<file path="src/rtl/alu_sequencer.sv">
// alu_sequencer: control unit for the 8-bit ALU datapath.
// Accepts one operation per req/ready handshake, latches the operand and
// holds the ALU select lines for a settle time. It then writes the ALU result
// into the accumulator and updates the zero flag.
module alu_sequencer #(
  parameter int WIDTH         = 8,
  parameter int SETTLE_CYCLES = 1
) (
  input  logic             clk_i,
  input  logic             rst_n_i,
  input  logic             req_i,
  output logic             ready_o,
  input  logic [3:0]       op_i,
  input  logic [WIDTH-1:0] bus_in_i,
  output logic [7:1]       alus_o,
  output logic [WIDTH-1:0] alu_bus_o,
  input  logic [WIDTH-1:0] alu_result_i,
  output logic [WIDTH-1:0] ac_o,
  output logic             z_o,
  output logic             done_o,
  output logic             err_o
);

  // Counter only needs to hold SETTLE_CYCLES-1; keep at least one bit.
  localparam int CNT_W = (SETTLE_CYCLES > 1) ? $clog2(SETTLE_CYCLES) : 1;
  localparam logic [CNT_W-1:0] CNT_LOAD = CNT_W'(SETTLE_CYCLES - 1);

  typedef enum logic [1:0] {
    S_IDLE = 2'd0,
    S_EXEC = 2'd1,
    S_WB   = 2'd2,
    S_ERR  = 2'd3
  } state_e;

  state_e           state_q, state_d;
  logic [CNT_W-1:0] cnt_q;
  logic [3:0]       op_q;
  logic [WIDTH-1:0] alu_bus_q;
  logic [WIDTH-1:0] ac_q;
  logic             z_q;
  logic             done_q;
  logic             err_q;

  // Opcodes 0..8 are defined; 9..15 raise err.
  function automatic logic op_legal(input logic [3:0] op);
    return (op <= 4'd8);
  endfunction

  // Select-line pattern for each opcode, bit n of the result drives ALUSn.
  function automatic logic [7:1] decode_alus(input logic [3:0] op);
    logic [7:1] sel;
    case (op)
      4'd0:    sel = 7'b0000011; // ADD
      4'd1:    sel = 7'b0001101; // SUB
      4'd2:    sel = 7'b0001001; // INAC
      4'd3:    sel = 7'b0000000; // CLAC
      4'd4:    sel = 7'b1000000; // AND
      4'd5:    sel = 7'b1010000; // OR
      4'd6:    sel = 7'b1100000; // XOR
      4'd7:    sel = 7'b1110000; // NOT
      4'd8:    sel = 7'b0000010; // LDAC (0 + BUS)
      default: sel = 7'b0000000;
    endcase
    return sel;
  endfunction

  // State register
  always_ff @(posedge clk_i) begin
    if (!rst_n_i) begin
      state_q <= S_IDLE;
    end else begin
      state_q <= state_d;
    end
  end

  // Next-state logic: IDLE -> EXEC/ERR on request, EXEC counts down to WB
  always_comb begin
    state_d = state_q;
    case (state_q)
      S_IDLE: begin
        if (req_i) begin
          state_d = op_legal(op_i) ? S_EXEC : S_ERR;
        end
      end
      S_EXEC: begin
        if (cnt_q == '0) begin
          state_d = S_WB;
        end
      end
      S_WB:    state_d = S_IDLE;
      S_ERR:   state_d = S_IDLE;
      default: state_d = S_IDLE;
    endcase
  end

  // Outputs decoded from state: handshake and select lines
  always_comb begin
    ready_o = 1'b0;
    alus_o  = '0;
    case (state_q)
      S_IDLE:       ready_o = 1'b1;
      S_EXEC, S_WB: alus_o  = decode_alus(op_q);
      default:      alus_o  = '0;
    endcase
  end

  // Datapath registers: operand latch, settle counter, accumulator, flags
  always_ff @(posedge clk_i) begin
    if (!rst_n_i) begin
      cnt_q     <= '0;
      op_q      <= '0;
      alu_bus_q <= '0;
      ac_q      <= '0;
      z_q       <= 1'b0;
      done_q    <= 1'b0;
      err_q     <= 1'b0;
    end else begin
      done_q <= 1'b0;
      err_q  <= 1'b0;
      case (state_q)
        S_IDLE: begin
          if (req_i) begin
            op_q      <= op_i;
            alu_bus_q <= bus_in_i;
            cnt_q     <= CNT_LOAD;
          end
        end
        S_EXEC: begin
          if (cnt_q != '0) begin
            cnt_q <= cnt_q - CNT_W'(1);
          end
        end
        S_WB: begin
          ac_q   <= alu_result_i;
          z_q    <= (alu_result_i == {WIDTH{1'b0}});
          done_q <= 1'b1;
        end
        S_ERR: begin
          err_q <= 1'b1;
        end
        default: ;
      endcase
    end
  end

  assign alu_bus_o = alu_bus_q;
  assign ac_o      = ac_q;
  assign z_o       = z_q;
  assign done_o    = done_q;
  assign err_o     = err_q;

endmodule

</file>
<file path="config.mk">
export PLATFORM = sky130hd
export DESIGN_NAME = alu_sequencer
export DESIGN_NICKNAME = d
export VERILOG_FILES = /design/src/rtl/alu_sequencer.sv
export SDC_FILE = /design/constraint.sdc
export NUM_CORES = 1
export LEC_CHECK = 0
export BUFFER_PORTS_ARGS = -buffer_cell sky130_fd_sc_hd__buf_2
export CELL_PAD_IN_SITES_DETAIL_PLACEMENT = 1
export CELL_PAD_IN_SITES_GLOBAL_PLACEMENT = 1
export CORE_ASPECT_RATIO = 1.1
export CORE_MARGIN = 2
export CORE_UTILIZATION = 37
export CTS_BUF_LIST = sky130_fd_sc_hd__clkbuf_8
export DETAILED_ROUTE_END_ITERATION = 7
export HOLD_SLACK_MARGIN = 0.03
export PLACE_DENSITY_LB_ADDON = 0.25
export SLEW_MARGIN = 20
export SYNTH_ARGS = -nofsm -noshare
export SYNTH_HDL_FRONTEND = slang
export SYNTH_SLANG_ARGS = --single-unit
</file>
<file path="constraint.sdc">
create_clock -name clk_i -period 1.8 [get_ports clk_i]
set_input_delay 0.36 -clock clk_i [delete_from_list [all_inputs] [get_ports clk_i]]
set_output_delay 0.36 -clock clk_i [all_outputs]
set_load 0.02 [all_outputs]
</file>
* After elaboration in Yosys (flattened, before gate mapping)
Memories as Yosys holds them, arrays and structs flattened. A register that Yosys moved wholly into a read port is not among the register bits.
Cells that the tools add are included.
** Word-level totals
- Bits in registers :: 26
- Bits in latches :: 0
- Memory bits (writable) :: 0
- Memory bits (read-only) :: 112
- Input bits :: 23
- Logic and storage cells :: 37
- Memories kept :: 1
** Memory list
- (no name shown) :: words 16, bits a word 7, rd ports 1, clocked after Yosys merged registers in 1, write ports 0, line 52 : case (op)
** Operators by class
- Add/sub/neg operators :: 1
- Multipliers :: 0
- Div/mod/pow operators :: 0
- Magnitude comparators :: 1
- Equal/unequal tests :: 5
- Shift-type cells :: 0
- Multiplexer cells :: 13
- Bitwise gates (word level) :: 0
- Reductions and logical operators :: 8
** Operator list (count)
- 8-bit logical NOT :: 1
- 4-bit two-way mux :: 2
- 7-bit two-way mux :: 1
- 2-bit two-way mux :: 3
- 2-bit case mux with 3 select lines :: 1
- 2-bit AND reduction :: 3
- 1-bit two-way mux :: 5
- 2-bit equality test (second input constant) :: 2
- 4-bit less-or-equal comparator (second input constant) :: 1
- 2-bit inequality test (second input constant) :: 2
- 2-bit OR reduction :: 2
- 2-bit by 1-bit equality test with 1-bit output (second input constant) :: 1
- 2-bit logical NOT :: 1
- 1-bit case mux with 2 select lines :: 1
- 2-bit nonzero test :: 1
- 1-bit subtractor (second input constant) :: 1

* Longest topological paths before layout
- Depth in word-level cells :: 4
- Mapped depth :: 8
- Mapped depth without buffers :: 7

* Least setup slack after synthesis
No wires, ideal clock.
- Path type :: register -> register
- Start point :: reg state_q[0]
- End point :: reg with a tool-made name
- Data arrival time :: 1.660 ns
- Slack :: 0.016 ns
- Stages on the path, launching flop included :: 9
- Clock period less this slack :: 1.784 ns
- Cell sequence :: dfxtp_1 > inv_1 > ha_1 > buf_6 > and2_4 > o21ai_2 > inv_1 > ha_1 > nor3b_1
** RTL lines
- from (decl) :: line 35 : state_e state_q, state_d;
- from (signal assigned) :: line 72 : state_q <= state_d;

* Worst setup path in the final report
- Start point :: reg state_q[1]
- End point :: out alus_o[4] (netlist name)
** Between the ends
- Word-level cells in the longest chain between the ends :: 3
- Elaborated cells between the ends (all ways) :: 4
- Classes of those cells :: 2 x eq/ne; 1 x mux; 1 x reduce/logical
** Ends and longest elaborated chain
- 2-bit by 1-bit equality test with 1-bit output or 2-bit equality test (tied branches) :: line 100 : case (state_q)
- 2-bit OR reduction * :: line 100
- 7-bit two-way mux * :: line 100
- to (decl) :: line 15 : output logic [7:1] alus_o,
Every way passes the cells marked *; elsewhere a longest branch is shown, timed or not.

==> impl_results.md <==
- Outcome: complete, no violations
- CTS clock-pin slew for the worst setup and hold paths: ~70 ps
- Core outline area: 3360 um2
- Internal Power: ~1.3 mW
- Worst IR Drop VDD: 0.000581 V
- Switching component of the power: between 400 and 500 uW
- Initial drt markers: 10
- Overall track demand over capacity in global routing: 0.174
- Total number of nets in the final design: 214
- Max Cap Viol: 0
- Simple-Gate Fraction of Synth Area: 0.228
- Highest-count cells in the layout ignoring fill and taps: sky130_fd_sc_hd__buf_2, sky130_fd_sc_hd__dfxtp_1, sky130_fd_sc_hd__nand2_1
- Worst EP arrival: 1310 ps
- Count of state elements after synthesis: 32
- Worst Path Max Fanout: 7
- Number of I/O port buffers: 49
- Wire length per cell after detailed routing: approximately 13 um
- Element type at the critical path start: flop
- Hold buffers post-CTS: 0
- Remaining routing DRC violations: 0
- Number of pins with negative max-slew slack in the final report: 0
- Share of the synthesized netlist area taken by xor and xnor gates: 0
- Peak Freq: around 600 MHz
- Aggregate global routing overflow: 0
- Multiplexer share of the synthesized area: 0.0615
- Clock latency on the worst-skew pair: approximately 280 ps
- Startpoint-to-endpoint class of the critical path: flop to output port
- Layout Utilization: 0.509
- Tcrit/Tclk final: 0.926
- Die height: 66.2 um
- Net switching share of the total power: 0.257
- Time the worst path needs with I/O delays and setup: 1670 ps
- Number of endpoints failing setup at the final stage: 0
- Final antenna diode count: 0
- Global placement routability congestion: 0.761
- Fillers: 429
- Via count of the first global-routing pass: 1115
- Maximum number of pins on one net before global-route repair: 19
- Leak: 0.816 nW
- Sum of negative setup slack: 0 ps
- Clock H-tree levels: 2
- Fraction of power consumed by the clock network: 0.372
- Share of total power in sequential cells: 0.447
- Type of element capturing the critical path: output port
- Die Outline Area: 4010 um2
- Ratio of cells with drive above 1 in the final layout: 0.398
- Cell area after technology mapping: roughly 1300 um2
- Number of buffers inserted during clock tree synthesis: 5
- Hold Vio Cnt, Final: 0
- Area Growth Syn to Fin: 31.3%
- Max clock buf depth: 2
- Rel. slew slack: 0.645
- Register-to-Register Setup Slack: 270 ps
- Arithmetic-cell share of the synthesized area counting full adders, half adders and majority gates: 0.0577
- Hold Path Stages: 3
- Post-synthesis cell count: ~130
- Most area-consuming cells after synthesis: sky130_fd_sc_hd__dfxtp_1, sky130_fd_sc_hd__mux2i_1, sky130_fd_sc_hd__ha_1, sky130_fd_sc_hd__nand2_1, sky130_fd_sc_hd__and2_1
- Worst hold-check path type: primary input to flop
- Clock Skew: roughly 7.4 ps
- Syn Nets: between 150 and 200
- Initial cell density of the core: 0.387
- Setup repair after global routing missed its margin: false
- Number of distinct library cell variants in the gate-level netlist after synthesis: 34
- Post-synthesis cell type with the largest combined area: sky130_fd_sc_hd__dfxtp_1
- Pwr per Cell Area: 1020 nW/um2
- Beginning of the worst hold path: bus_in_i[1]
- Proportion of synthesized chip area in sequential cells: 0.492
- Leading cell type in the layout, fill and taps excluded: sky130_fd_sc_hd__buf_2
- Dpl hpwl: 2330 um
- Tightest Pin Transition: 532 ps
- Number of I/O pins: 50
- Part of the total power dissipated in combinational logic: 0.181
- Clock tree from TritonCTS: done
- Total iterations of the first detailed-routing run: 4
- CTS root buffer: sky130_fd_sc_hd__clkbuf_8
- Launch point of the worst reg-to-reg path: state_q[1]
- Vias per std cell: 4.62
- Die width: approximately 61 um
- Critical Path RT: 1440 ps
- Number of antenna violations at the first check in global routing: 0
- Number of nets still failing antenna checks after routing: 0
- Clk sink count: 32
- Total wirelength of the detailed-routed design: roughly 3000 um
- Total via count in the routed design: 1082
- Number of cell instances on the worst register-to-register path: 6
- Number of placement rows: 22
- Avg Inst Size Synth: 9.93 um2
- Post-synth top area share: 0.492
- Wire length of the first global-routing pass: 4980 um
- Complex-gate fraction of the synthesized area: 0.104
- Endpoint, Worst Hold: alu_bus_o[1]
- Main combinational cell family by area after synthesis: simple AND/OR/NAND/NOR gates
- Number of warning messages in the yosys log: 0
[layer usage]
metal  vias to the layer above  global-route usage  wire length, um
met2                        32               0.318             1620
met4                         0              0.0571               18
met1                       506               0.175             1180
met5                         -                   0                0
li1                        542                   -                -
met3                         2              0.0705              194
[power groups by stage]
stage / logic [mW] / registers, mW / clock network, mW
after global placement: 0.294 / 0.791 / 0
after CTS: 0.321 / 0.780 / 0.673
after global routing: 0.351 / 0.785 / 0.713
final: 0.315 / 0.780 / 0.648
after floorplan: 0.178 / 0.821 / 0
after detailed placement: 0.308 / 0.796 / 0
[critical path, stage by stage, from the launching register on]
cell                      delay (ps)
sky130_fd_sc_hd__dfxtp_2         350
sky130_fd_sc_hd__inv_1            80
sky130_fd_sc_hd__ha_4            300
sky130_fd_sc_hd__and2_1          130
sky130_fd_sc_hd__buf_2           160
[worst max path at each step]
stage | from | endpoint | slack [ps]
floorplan | state_q[0] | flop | 20
global placement | state_q[0] | flop | 210
detailed placement | state_q[0] | flop | 120
CTS | state_q[0] | alus_o[4] | 40
global route | state_q[1] | alus_o[4] | 60
finish | state_q[1] | alus_o[4] | 130
[cell type report]
| class | count | area, um2 | area share |
|---|---|---|---|
| clock inverter | 3 | 38.8 | 0.0227 |
| multi-input combinational | 87 | 599 | 0.351 |
| sequential | 32 | 643 | 0.377 |
| clock buffer | 5 | 68.8 | 0.0403 |
| inverter | 6 | 22.5 | 0.0132 |
| tap | 48 | 60.1 | 0.0352 |
| timing repair buffer | 53 | 275 | 0.161 |
[cells in the mapped netlist (all sizes together)]
cell type,n
a21bo,1
a21oi,9
a31oi,2
and2,12
and3,2
and4,1
buf,6
dfxtp,32
ha,6
inv,6
mux2i,8
nand2,20
nand2b,1
nand3,2
nand3b,2
nand4,2
nor2,8
nor2b,1
nor3,1
nor3b,1
nor4,3
o211a,1
o21ai,3
o311ai,1
[what timing repair did]
item,in CTS,in global routing
setup buffers,0,0
setup endpoints to repair,7,2
resized for setup,2,2
[cells by family after synthesis]
family	after synthesis
and+or+nand+nor	56
DFF	32
AOI/OAI and AO/OA	17
buffers and inverters	12
muxes	8
adders and majority gates	6
[metrics by stage]
stage               power (mW)  cell area, um2  setup slack (ps)  hold slack [ps]  cells
finish                    1.74            1710               134              319    234
global placement          1.09            1590               215              442    226
global route              1.85            1710              55.0              315    234
floorplan                0.999            1300              16.3              464    131
detailed placement        1.10            1590               121              449    226
CTS                       1.77            1710              43.3              309    234
Power figures use the tool's default switching activity.
